===== src/rtl/d_branch_pkg.sv =====
// d_branch_pkg
//   Shared definitions for the decode-stage branch resolver:
//   - compare-op codes driven on d_cmp_op
//   - 2-bit saturating counter encodings used by the branch history table
package d_branch_pkg;

    // Compare op codes. Any code outside this set resolves as not-taken.
    localparam logic [3:0] CMP_EQ  = 4'd0;
    localparam logic [3:0] CMP_OPP = 4'd1;
    localparam logic [3:0] CMP_NE  = 4'd2;
    localparam logic [3:0] CMP_LEZ = 4'd3;
    localparam logic [3:0] CMP_GTZ = 4'd4;
    localparam logic [3:0] CMP_LTZ = 4'd5;
    localparam logic [3:0] CMP_GEZ = 4'd6;
    localparam logic [3:0] CMP_LT  = 4'd7;
    localparam logic [3:0] CMP_LTU = 4'd8;

    // Branch history counter states; bit 1 is the taken prediction.
    localparam logic [1:0] CNT_SNT = 2'd0;  // strongly not-taken
    localparam logic [1:0] CNT_WNT = 2'd1;  // weakly not-taken (reset value)
    localparam logic [1:0] CNT_WT  = 2'd2;  // weakly taken
    localparam logic [1:0] CNT_ST  = 2'd3;  // strongly taken

    // Saturating counter step toward taken / not-taken.
    function automatic logic [1:0] cnt_next(input logic [1:0] cnt, input logic taken);
        logic [1:0] nxt;
        nxt = cnt;
        if (taken) begin
            if (cnt != CNT_ST) nxt = cnt + 2'd1;
        end else begin
            if (cnt != CNT_SNT) nxt = cnt - 2'd1;
        end
        return nxt;
    endfunction

endpackage


===== src/rtl/bht_2bit.sv =====
// bht_2bit
//   Branch history table of 2**IDX_W two-bit saturating counters.
//   Ports:
//     clk, reset        clock, asynchronous active-low reset (all entries -> weakly not-taken)
//     rd_idx / rd_cnt   combinational read port (returns the pre-update value on a
//                       same-cycle read/write of one entry; no bypass)
//     wr_idx, wr_en,    update port: on a clock edge with wr_en, entry wr_idx steps
//     wr_taken          toward taken (wr_taken=1) or not-taken, saturating
module bht_2bit
    import d_branch_pkg::*;
#(
    parameter int IDX_W = 6
) (
    input  logic             clk,
    input  logic             reset,
    input  logic [IDX_W-1:0] rd_idx,
    output logic [1:0]       rd_cnt,
    input  logic [IDX_W-1:0] wr_idx,
    input  logic             wr_en,
    input  logic             wr_taken
);

    localparam int DEPTH = 2 ** IDX_W;

    logic [1:0] cnt [DEPTH];

    assign rd_cnt = cnt[rd_idx];

    always_ff @(posedge clk or negedge reset) begin
        if (!reset) begin
            for (int i = 0; i < DEPTH; i++) begin
                cnt[i] <= CNT_WNT;
            end
        end else if (wr_en) begin
            cnt[wr_idx] <= cnt_next(cnt[wr_idx], wr_taken);
        end
    end

endmodule


===== src/rtl/d_branch_resolver.sv =====
// d_branch_resolver
//   Decode-stage branch resolution: predicts in F from the BHT, carries the
//   prediction into D, resolves the branch condition in D, trains the BHT,
//   flags mispredicts, drives the likely-branch delay-slot annul and keeps
//   resolved-branch / mispredict statistics.
//   Ports:
//     clk, reset            clock, asynchronous active-low reset
//     f_idx, f_is_br        BHT index and branch flag of the F instruction
//     stall                 D held this cycle (D regs hold, no update, no count)
//     flush                 no instruction enters D (carried prediction cleared)
//     d_valid               D instruction is a conditional branch
//     d_cmp_op, a, b        compare op and forwarded operands
//     f_pred                prediction for F (combinational)
//     d_branch              resolved condition (combinational)
//     d_mispredict          resolved branch disagrees with carried prediction
//     d_cleardb             annul delay slot of a not-taken likely branch
//     br_count, mp_count    wrapping statistics counters
module d_branch_resolver
    import d_branch_pkg::*;
#(
    parameter int WIDTH = 32,
    parameter int IDX_W = 6,
    parameter int CNT_W = 32
) (
    input  logic             clk,
    input  logic             reset,
    input  logic [IDX_W-1:0] f_idx,
    input  logic             f_is_br,
    input  logic             stall,
    input  logic             flush,
    input  logic             d_valid,
    input  logic [3:0]       d_cmp_op,
    input  logic [WIDTH-1:0] a,
    input  logic [WIDTH-1:0] b,
    output logic             f_pred,
    output logic             d_branch,
    output logic             d_mispredict,
    output logic             d_cleardb,
    output logic [CNT_W-1:0] br_count,
    output logic [CNT_W-1:0] mp_count
);

    localparam logic [WIDTH-1:0] MIN_INT = {1'b1, {(WIDTH-1){1'b0}}};

    logic [1:0]       f_cnt;
    logic             d_pred;
    logic [IDX_W-1:0] d_idx;
    logic             resolve;
    logic [WIDTH-1:0] sum;

    bht_2bit #(.IDX_W(IDX_W)) u_bht (
        .clk      (clk),
        .reset    (reset),
        .rd_idx   (f_idx),
        .rd_cnt   (f_cnt),
        .wr_idx   (d_idx),
        .wr_en    (resolve),
        .wr_taken (d_branch)
    );

    assign f_pred  = f_cnt[1] & f_is_br;
    assign resolve = d_valid & ~stall;
    assign sum     = a + b;

    // Branch condition. OPP is "b is the negation of a"; MIN_INT is its own
    // two's-complement negation, so that pair is excluded explicitly.
    always_comb begin
        d_branch = 1'b0;
        case (d_cmp_op)
            CMP_EQ:  d_branch = (a == b);
            CMP_OPP: d_branch = (sum == '0) && !((a == MIN_INT) && (b == MIN_INT));
            CMP_NE:  d_branch = (a != b);
            CMP_LEZ: d_branch = a[WIDTH-1] || (a == '0);
            CMP_GTZ: d_branch = !a[WIDTH-1] && (a != '0);
            CMP_LTZ: d_branch = a[WIDTH-1];
            CMP_GEZ: d_branch = !a[WIDTH-1];
            CMP_LT:  d_branch = ($signed(a) < $signed(b));
            CMP_LTU: d_branch = (a < b);
            default: d_branch = 1'b0;
        endcase
    end

    assign d_mispredict = resolve & (d_branch != d_pred);
    assign d_cleardb    = resolve & (d_cmp_op == CMP_OPP) & ~d_branch;

    // F->D carry; stall takes priority over flush so a held branch keeps its prediction.
    always_ff @(posedge clk or negedge reset) begin
        if (!reset) begin
            d_pred <= 1'b0;
            d_idx  <= '0;
        end else if (!stall) begin
            d_pred <= flush ? 1'b0 : f_pred;
            d_idx  <= f_idx;
        end
    end

    always_ff @(posedge clk or negedge reset) begin
        if (!reset) begin
            br_count <= '0;
            mp_count <= '0;
        end else begin
            if (resolve)      br_count <= br_count + CNT_W'(1);
            if (d_mispredict) mp_count <= mp_count + CNT_W'(1);
        end
    end

endmodule


===== config.mk =====
export PLATFORM = sky130hd
export DESIGN_NAME = d_branch_resolver
export DESIGN_NICKNAME = d
export VERILOG_FILES = /design/src/rtl/d_branch_pkg.sv /design/src/rtl/bht_2bit.sv /design/src/rtl/d_branch_resolver.sv
export SDC_FILE = /design/constraint.sdc
export NUM_CORES = 1
export LEC_CHECK = 0
export BUFFER_PORTS_ARGS = -buffer_cell sky130_fd_sc_hd__clkbuf_2
export CORE_MARGIN = 2
export CORE_UTILIZATION = 41
export DETAILED_ROUTE_END_ITERATION = 10
export MAX_ROUTING_LAYER = met4
export RECOVER_POWER = 25
export SYNTH_ARGS = -nofsm -noshare
export SYNTH_HDL_FRONTEND = slang
export SYNTH_HIERARCHICAL = 1
export SYNTH_SLANG_ARGS = --single-unit

===== constraint.sdc =====
create_clock -name clk -period 7.4 [get_ports clk]
set_input_delay 1.11 -clock clk [delete_from_list [all_inputs] [get_ports clk]]
set_output_delay 1.11 -clock clk [all_outputs]
set_load 0.05 [all_outputs]

==> impl_metrics.toml, run 1 <==
[routing]
dr.pass1.iters = 7
route.detailed.wl_per_inst_um = 21.8
routed_via_density = 6.06
drt_iter0_drc = 1135
totalWireLength_um = 46100
drc = 0
vias = 12842
antenna_left = 0

[sta]
layout_setup_ws_ns = 0.601
relSlewSlack_pct = -130
min_period_ns = 6.80
rsz0062_at_grt = "false"
maxSlewViolCount = 222
setup_viol = 0
max_freq_ghz = 0.147
fin_crit_sh_pct = 91.9
setup-tns-final_ns = 0
hold_violations = 0
worst_pin_slew_ns = 3.46
whs_ns = 0.471
fin_skew_ns = 0.0181

[synth]
syn_inst = 1558
synth_nets = 1704
syn_area_um2 = 14500
ys_warn_count = 6
syn_area_per_cell_um2 = 9.30

[min_path]
hp-class = "reg2reg"

[run]
cap_viol_max_count = 4

[floorplanning]
rows = 68
ios = 148
start_util_pct = 41.8
die_w_um = 192
die_y_um = 192
core_area_um2 = 34700
die_area_um2 = 36900

[grt]
first_global_vias = 12362
overflow = 0
grt_pass1_wl_um = 71400
grt_max_degree = 77
grt_usage_pct = 25.8
antenna_found_initial = 0

[setup_path]
crit_chain = "clkbuf_2 > inv_1 > ha_1 > inv_2 > a21oi_1 > nand2_1 > a21o_1 > a2111oi_0 > and4_1 > nand4_1 > nor4b_2 > a21oi_1 > buf_4 > inv_1 > clkbuf_2"
critPathCaptureType = "primary output"
critPathBufInv = 6
crit_required_ns = 6.29
critPathArrivalTime_ns = 5.69
cp_max_fo = 13
path_delay_family = "compound AO/OA/AOI/OAI gates"
slowest_stage = "a2111oi_0"
critical_path_class = "in2out"
ff2ff_setup_slack_ns = 2.42
cpPeakStageDelay_ns = 0.87
cp-start-kind = "input port"

[power_and_ir_drop]
p_total_mw = 3.15
cellPowerDensity_nw_per_um2 = 197
p_leak_nw = 6.64
peakVddDrop_mv = 0.157

[clocking]
post_cts_buffers = 0
hold_buffers = 0
h-tree-depth = 4
cts_tree = "yes"
clk_latency_ns = 0.45
cts_buffer_depth = 2
clock_tree.root_cell = "clkbuf_16"
path_clk_slew_ns = 0.08
clock_sinks = 199
cts-buffers-inserted = 17
cts-resized-gates = 0

[outcome]
status = "finished, violations left"
violations = "max-capacitance violations, max-slew violations"

[final_layout]
mostFrequentLayoutCells = "nand2_1, clkbuf_2, o31ai_1, dfrtp_1, nor2_1"
instances_no_fill = 2118
stdcell_area_um2 = 16000
final_common_cell = "nand2_1"
fill_cells = 3334
syn_to_final_growth_pct = 10.4
diodes = 0
post-route-util_pct = 46.1
drive_above_1_share_pct = 23.2
layout.nets = 1796

[place]
dp_hpwl_um = 34100
placed_cell_area_um2 = 15500
dp_slack_ns = 0.548
portBuffers = 147
dp.cells = 2086
gp_congestion = 1.02
[area by class of cell]
cell class                 count  area [um^2]  share of cell area (%)
inverter                      62          238                    1.49
sequential                   199         5060                    31.6
clock inverter                15          134                   0.836
multi-input combinational   1207         8730                    54.5
clock buffer                  17          425                    2.66
timing repair buffer         163          847                    5.29
tap                          455          569                    3.56
[path summary, 6_finish.rpt]
check                                         startpoint                        end  cells past startpoint
min in group asynchronous                          reset  u_bht/cnt[39]$_DFFE_PN0P_                      1
worst max register to register      d_idx[0]$_DFFE_PN0N_  u_bht/cnt[89]$_DFFE_PN0P_                      8
max in group asynchronous                          reset    mp_count[1]$_DFFE_PN0P_                      2
worst max-delay path                               b[18]                   d_branch                     15
worst min-delay path            u_bht/cnt[2]$_DFFE_PN1P_   u_bht/cnt[2]$_DFFE_PN1P_                      2
worst min register to register  u_bht/cnt[2]$_DFFE_PN1P_   u_bht/cnt[2]$_DFFE_PN1P_                      2
[worst reg2reg max path, stage by stage, from the launching register on]
cell and delay (ns):
dfrtp_2 0.86, buf_4 0.41, mux4_2 0.54, mux2_2 0.28, a222oi_1 0.47, nand4_1 0.22
nor2_4 0.99, buf_4 0.80, o31ai_1 0.27
[where the power goes]
| part | switching (mW) | total [mW] | internal [mW] |
|---|---|---|---|
| Clock | 0.463 | 0.909 | 0.446 |
| Combinational | 0.637 | 0.926 | 0.290 |
| Sequential | 0.0957 | 1.31 | 1.22 |
[registers in the layout, summed over array words and instances, names as in the netlist]
| name | cells |
|---|---|
| br_count | 32 |
| u_bht/cnt | 128 |
| mp_count | 32 |
| d_pred | 1 |
| d_idx | 6 |
[metal layers]
layer  track usage, %  part of all wire (%)  vias to the layer above
li1                 -                     -                     5950
met5                -                     0                        -
met2             40.1                    46                      470
met3             3.31                   6.2                       71
met1             35.3                    45                     6351
met4             7.34                   2.4                        0
No activity file was read; power rests on OpenSTA's default activity.
==> run 2, diff against run 1 <==
--- a/config.mk
+++ b/config.mk
@@ -14,4 +14,3 @@
 export SYNTH_ARGS = -nofsm -noshare
 export SYNTH_HDL_FRONTEND = slang
-export SYNTH_HIERARCHICAL = 1
 export SYNTH_SLANG_ARGS = --single-unit
==> constraint.sdc (replaced) <==
create_clock -name clk -period 7.4 [get_ports clk]
set_input_delay 0.37 -clock clk [delete_from_list [all_inputs] [get_ports clk]]
set_output_delay 0.37 -clock clk [all_outputs]
set_load 0.05 [all_outputs]
==> run 2 against run 1 <==
  * Setup slack gained 1.7 ns
  * Critical endpoint is now d_mispredict
  * Worst hold slack got worse by 0.43 ns
  * Wire length down 18%
  * The flow now finishes without violations
  * Die area decreased by 8.3%
  * Sequential power barely moved
  * Clock skew is 0.0093 ns lower
  * Largest power group unchanged
==> impl_metrics.toml, run 2 <==
[setup_path]
reg2reg_depth = 10
critical_path_class = "in2out"
path_delay_family = "compound AO/OA/AOI/OAI gates"
critPathBufInv = 3
critical_path_depth = 16
cp_max_fo = 31
critPathArrivalTime_ns = 4.69
r2r-end = "u_bht.cnt[3]$_DFFE_PN0P_"
cpPeakStageDelay_ns = 0.57
critPathCaptureType = "primary output"
crit_required_ns = 7.03
reg2reg_from = "d_idx[1]$_DFFE_PN0N_"
ff2ff_setup_slack_ns = 3.23
crit_chain = "clkbuf_2 > ha_1 > fa_1 > nor2b_1 > o21ai_0 > a21oi_1 > o311a_1 > o21ai_0 > o2111ai_1 > or4_4 > nor4_4 > a21oi_2 > xor2_2 > buf_4 > nor2_1 > clkbuf_2"
cp-start-kind = "input port"
slowest_stage = "or4_4"

[synth]
syn_area_per_cell_um2 = 10.1
synth_async_sr_flop_share_pct = 100
synth-seq-cells = 199
yosysTopAreaCell = "dfrtp_1"
ys_top_cells_by_area = "dfrtp_1, mux2_2, dfstp_2, ha_1, mux4_2"
synthMostInstantiatedCell = "mux2_2"
yosysSeqAreaShare_pct = 38.1
synthTopCellsByCount = "mux2_2, dfrtp_1, nor2_1, nand2_1, ha_1"
synth_edf_count = 0
ys_warn_count = 0
synth_top_area_share_pct = 25.5
yosysUniqueCellTypes = 77
syn_inst = 1318
syn_area_um2 = 13300
synth_nets = 1464
yosys_most_used_dff = "dfrtp_1"

[sta]
rsz0062_at_grt = "false"
min_period_ns = 5.06
hold_violations = 0
maxSlewViolCount = 0
fin_skew_ns = 0.00875
relSlewSlack_pct = 21.4
setup-tns-final_ns = 0
fin_crit_sh_pct = 68.4
whs_ns = 0.0385
max_freq_ghz = 0.197
setup_viol = 0
worst_pin_slew_ns = 1.18

[routing]
dr.pass1.iters = 5
drt_iter0_drc = 1045
drc = 0
routed_via_density = 5.86
route.detailed.wl_per_inst_um = 20.7
vias = 10762
antenna_left = 0
totalWireLength_um = 37900

[clocking]
h-tree-depth = 4
cts_buffer_depth = 2
cts-resized-gates = 0
clk_latency_ns = 0.44
clock_tree.root_cell = "clkbuf_16"
post_cts_buffers = 0
cts-buffers-inserted = 17
cts_tree = "yes"
path_clk_slew_ns = 0.07
clock_sinks = 199
hold_buffers = 0

[outcome]
status = "completed"

[power_and_ir_drop]
switching_power_uw = 975
pwr-share-seq_pct = 43.3
p_leak_nw = 6.80
p_int_mw = 2.00
clockPowerShare_pct = 32.9
share_comb_of_total_power_pct = 23.8
cellPowerDensity_nw_per_um2 = 200
peakVddDrop_mv = 0.162
swShare_pct = 32.8

[grt]
grt_pass1_wl_um = 60100
grt_usage_pct = 23.4
overflow = 0
grt_max_degree = 122
first_global_vias = 10484
antenna_found_initial = 1

[floorplanning]
core_area_um2 = 31700
die_y_um = 184
ios = 148
rows = 65
die_area_um2 = 33800
die_w_um = 184
start_util_pct = 41.8

[final_layout]
regMostFlops = "u_bht.cnt"
final_common_cell = "mux2_2"
post-route-util_pct = 46.9
syn_to_final_growth_pct = 12.3
instances_no_fill = 1835
stdcell_area_um2 = 14900
register_area_um2 = 5060
drive_above_1_share_pct = 31.5
layout.nets = 1566
largest_register_ffs = 128
diodes = 0
fill_cells = 3034
multi_input_area_um2 = 7670
layout_top_registers = "u_bht.cnt x128, br_count x32, mp_count x32"
mostFrequentLayoutCells = "mux2_2, clkbuf_2, dfrtp_1, nor2_1, nand2_1"

[place]
gp_congestion = 0.917
dp_hpwl_um = 27300
dp.cells = 1803
placed_cell_area_um2 = 14300
portBuffers = 147

[run]
cap_viol_max_count = 0

[min_path]
hp-class = "in2async"
run 2: cells by family (layout without fill, tap and decap cells):
| logic type | after synthesis | count (layout) | synth area share [%] |
|---|---|---|---|
| adder cells (fa/ha/maj) | 68 | 68 | 6.43 |
| XOR/XNOR | 73 | 73 | 4.88 |
| AO/OA/AOI/OAI | 208 | 208 | 10.6 |
| buffers and inverters | 134 | 249 | 4.03 |
| AND/OR/NAND/NOR | 436 | 436 | 16.6 |
| multiplexers | 200 | 200 | 19.3 |
| flip-flops | 199 | 199 | 38.1 |
run 2: how the worst max path moves through the flow:
stage / from / to
after global placement: a[0] / u_bht.cnt[98]$_DFFE_PN1P_
final: a[0] / d_mispredict
after global routing: a[0] / d_mispredict
after detailed placement: a[0] / u_bht.cnt[23]$_DFFE_PN0P_
after CTS: a[0] / d_mispredict
after floorplan: b[4] / mp_count[1]$_DFFE_PN0P_
run 2: area by class of cell:
cell class / count / share of cell area [%]
multi-input cells: 985 / 51.5
flip-flops and latches: 199 / 34.0
repair buffers: 154 / 5.35
well taps: 402 / 3.38
clock buffers: 21 / 3.16
inverters: 63 / 1.59
clock inverters: 11 / 0.992
run 2: stage by stage:
step                total power, mW  worst slack [ns]
floorplan                      1.77              2.80
global placement               2.00              2.25
detailed placement             2.00              2.21
CTS                            2.99              2.36
global route                   3.12              2.03
finish                         2.97              2.34
run 2: power by group through the flow:
stage               sequential, mW  clock, mW  combinational [mW]
floorplan                     1.36          0               0.412
global placement              1.30          0               0.697
detailed placement            1.30          0               0.702
CTS                           1.28       1.00               0.704
global route                  1.30       1.05               0.768
finish                        1.29      0.978               0.708
run 2: per-layer routing:
layer | up-vias | wire length (um) | track usage [%]
met2 | 364 | 16600 | 34.2
met3 | 51 | 2520 | 5.05
li1 | 5008 | - | -
met5 | - | 0 | -
met4 | 0 | 732 | 5.98
met1 | 5339 | 18000 | 33.0
==> run 3, diff against run 2 <==
Clock period 7.4 ns to 4.4 ns, I/O delays scaled along.
==> run 3 against run 2 <==
  * Via count up 0.75%
  * Highest routed layer unchanged
  * Clock power rose by 63%
  * The run now ends with max-capacitance violations, max-slew violations left
  * Cell area up 2.0%
  * Flip-flop and latch count unchanged
  * Worst hold slack improved by 0.060 ns
  * Critical endpoint unchanged
  * Non-clock buffer count increased by 36
  * Largest power group unchanged
  * Die area unchanged
  * Clock skew rose by 0.0040 ns
==> impl_metrics.toml, run 3 (synthesis results as in run 2) <==
[setup_path]
critPathCaptureType = "primary output"
ff2ff_setup_slack_ns = 0.65
r2r-end = "u_bht.cnt[7]$_DFFE_PN0P_"
crit_required_ns = 4.18
critPathLaunch = "b[1]"
reg2reg_from = "d_idx[2]$_DFFE_PN0N_"
critical_path_class = "in2out"
cp_max_fo = 4
reg2reg_depth = 12
cpPeakStageDelay_ns = 0.52
crit_top_cell = "clkbuf_2"
critPathArrivalTime_ns = 3.95
crit_chain = "clkbuf_2 > inv_1 > ha_1 > nand2b_1 > a2111o_1 > a21oi_1 > a21o_1 > a21boi_0 > mux2_2 > or4_4 > nor4_4 > a21oi_2 > xor2_2 > nor2_2 > clkbuf_2"
slowest_stage = "or4_4"
crit_end = "d_mispredict"
cp-start-kind = "input port"

[sta]
fin_crit_sh_pct = 94.8
hold_violations = 0
whs_ns = 0.0980
rsz0062_at_grt = "false"
setup-tns-final_ns = 0
min_period_ns = 4.17
maxSlewViolCount = 125
relSlewSlack_pct = -108
fin_skew_ns = 0.0128
setup_viol = 0
worst_pin_slew_ns = 3.12
max_freq_ghz = 0.240

[final_layout]
mostFrequentLayoutCells = "mux2_2, dfrtp_1, clkbuf_2, nor2_1, nand2_1"
layout_top_registers = "u_bht.cnt x128, br_count x32, mp_count x32"
diodes = 0
regMostFlops = "u_bht.cnt"
largest_register_ffs = 128
layout.nets = 1602
drive_above_1_share_pct = 32.1
final_common_cell = "mux2_2"
instances_no_fill = 1871
syn_to_final_growth_pct = 14.5

[clocking]
clk_latency_ns = 0.44
path_clk_slew_ns = 0.07
cts_buffer_depth = 2
h-tree-depth = 4
cts_tree = "yes"
clock_tree.root_cell = "clkbuf_16"
clock_sinks = 199
cts-buffers-inserted = 17

[grt]
grt_max_degree = 126
overflow = 0
grt_pass1_wl_um = 59600
first_global_vias = 10652
grt_usage_pct = 23.0
antenna_found_initial = 0

[power_and_ir_drop]
p_leak_nw = 6.94
peakVddDrop_mv = 0.261
p_total_mw = 5.00
switching_power_mw = 1.66
clockPowerShare_pct = 31.8
p_int_mw = 3.34
share_comb_of_total_power_pct = 24.9
cellPowerDensity_nw_per_um2 = 330
pwr-share-seq_pct = 43.2
swShare_pct = 33.2

[routing]
drc = 0
routed_via_density = 5.80
totalWireLength_um = 37300
antenna_left = 0
vias = 10843
dr.pass1.iters = 8
route.met3.wl_um = 2440
dr_wl_met2_um = 16700
drt_iter0_drc = 1149
route.detailed.wl_per_inst_um = 19.9
drt-met1-wl_um = 17700
top_layer_used = "met4"

[place]
gp_congestion = 0.933
dp.cells = 1838
portBuffers = 147
dp_hpwl_um = 27700

[floorplanning]
die_area_um2 = 33800
die_w_um = 184
die_y_um = 184
start_util_pct = 41.8
rows = 65
core_area_um2 = 31700
ios = 148

[run]
cap_viol_max_count = 1

[outcome]
status = "finished, violations left"
violations = "max-capacitance violations, max-slew violations"

[min_path]
hp-class = "in2reg"
==> run 3: timing repair <==
item | 4_1_cts | 5_1_grt
hold buffers | 1 | 0
hold endpoints to repair | 6 | 0
buffers inserted | 0 | 0
endpoints found under the setup margin | 0 | 2
resized for setup | 0 | 2
==> run 3: worst min-delay path by stage <==
stage          depth (start not counted)  slack, ns                        end  startpoint
2_1_floorplan                          0      -0.08    br_count[0]$_DFFE_PN0P_       reset
3_3_place_gp                           1       0.46  u_bht.cnt[11]$_DFFE_PN0P_       reset
3_5_place_dp                           1       0.46   u_bht.cnt[9]$_DFFE_PN0P_       reset
4_1_cts                                2       0.07       d_idx[5]$_DFFE_PN0N_    f_idx[5]
5_1_grt                                2       0.09       d_idx[5]$_DFFE_PN0N_    f_idx[5]
6_report                               2        0.1       d_idx[5]$_DFFE_PN0N_    f_idx[5]
==> run 3: area by class of cell <==
type / count / area [um^2]
Multi-Input combinational cell: 985 / 7680
Clock inverter: 13 / 143
Inverter: 63 / 236
Sequential cell: 199 / 5060
Tap cell: 402 / 503
Fill cell: 3010 / 16500
Clock buffer: 19 / 453
Timing Repair Buffer: 190 / 1110
==> run 3: power by group through the flow <==
| stage | registers (mW) | logic (mW) | clock network, mW |
|---|---|---|---|
| floorplan | 2.28 | 0.694 | 0 |
| global placement | 2.19 | 1.23 | 0 |
| CTS | 2.16 | 1.25 | 1.63 |
| detailed placement | 2.19 | 1.24 | 0 |
| global route | 2.18 | 1.35 | 1.72 |
| finish | 2.16 | 1.25 | 1.59 |
==> run 3: layer usage <==
metal | track usage [%] | up-vias
li1 | - | 5082
met1 | 32.7 | 5366
met2 | 34.5 | 359
met3 | 4.28 | 36
met4 | 4.48 | 0
met5 | - | -
==> run 3: per-stage QoR <==
stage          area (um^2)  util (%)  worst slack, ns
4_1_cts              15200      48.0            0.163
6_report             15200      47.9            0.230
2_1_floorplan        13300         -            0.230
3_5_place_dp         14600      46.1            0.120
5_1_grt              15200      47.9          0.00677
3_3_place_gp         14600      46.1            0.131
==> run 3: critical path: cells and delay by family <==
kind                     cells  cell delay, ns
AO/OA/AOI/OAI                5            1.20
XOR/XNOR                     1            0.19
adder cells (fa/ha/maj)      1            0.29
buffers and inverters        3            0.51
multiplexers                 1            0.29
AND/OR/NAND/NOR              4            1.22
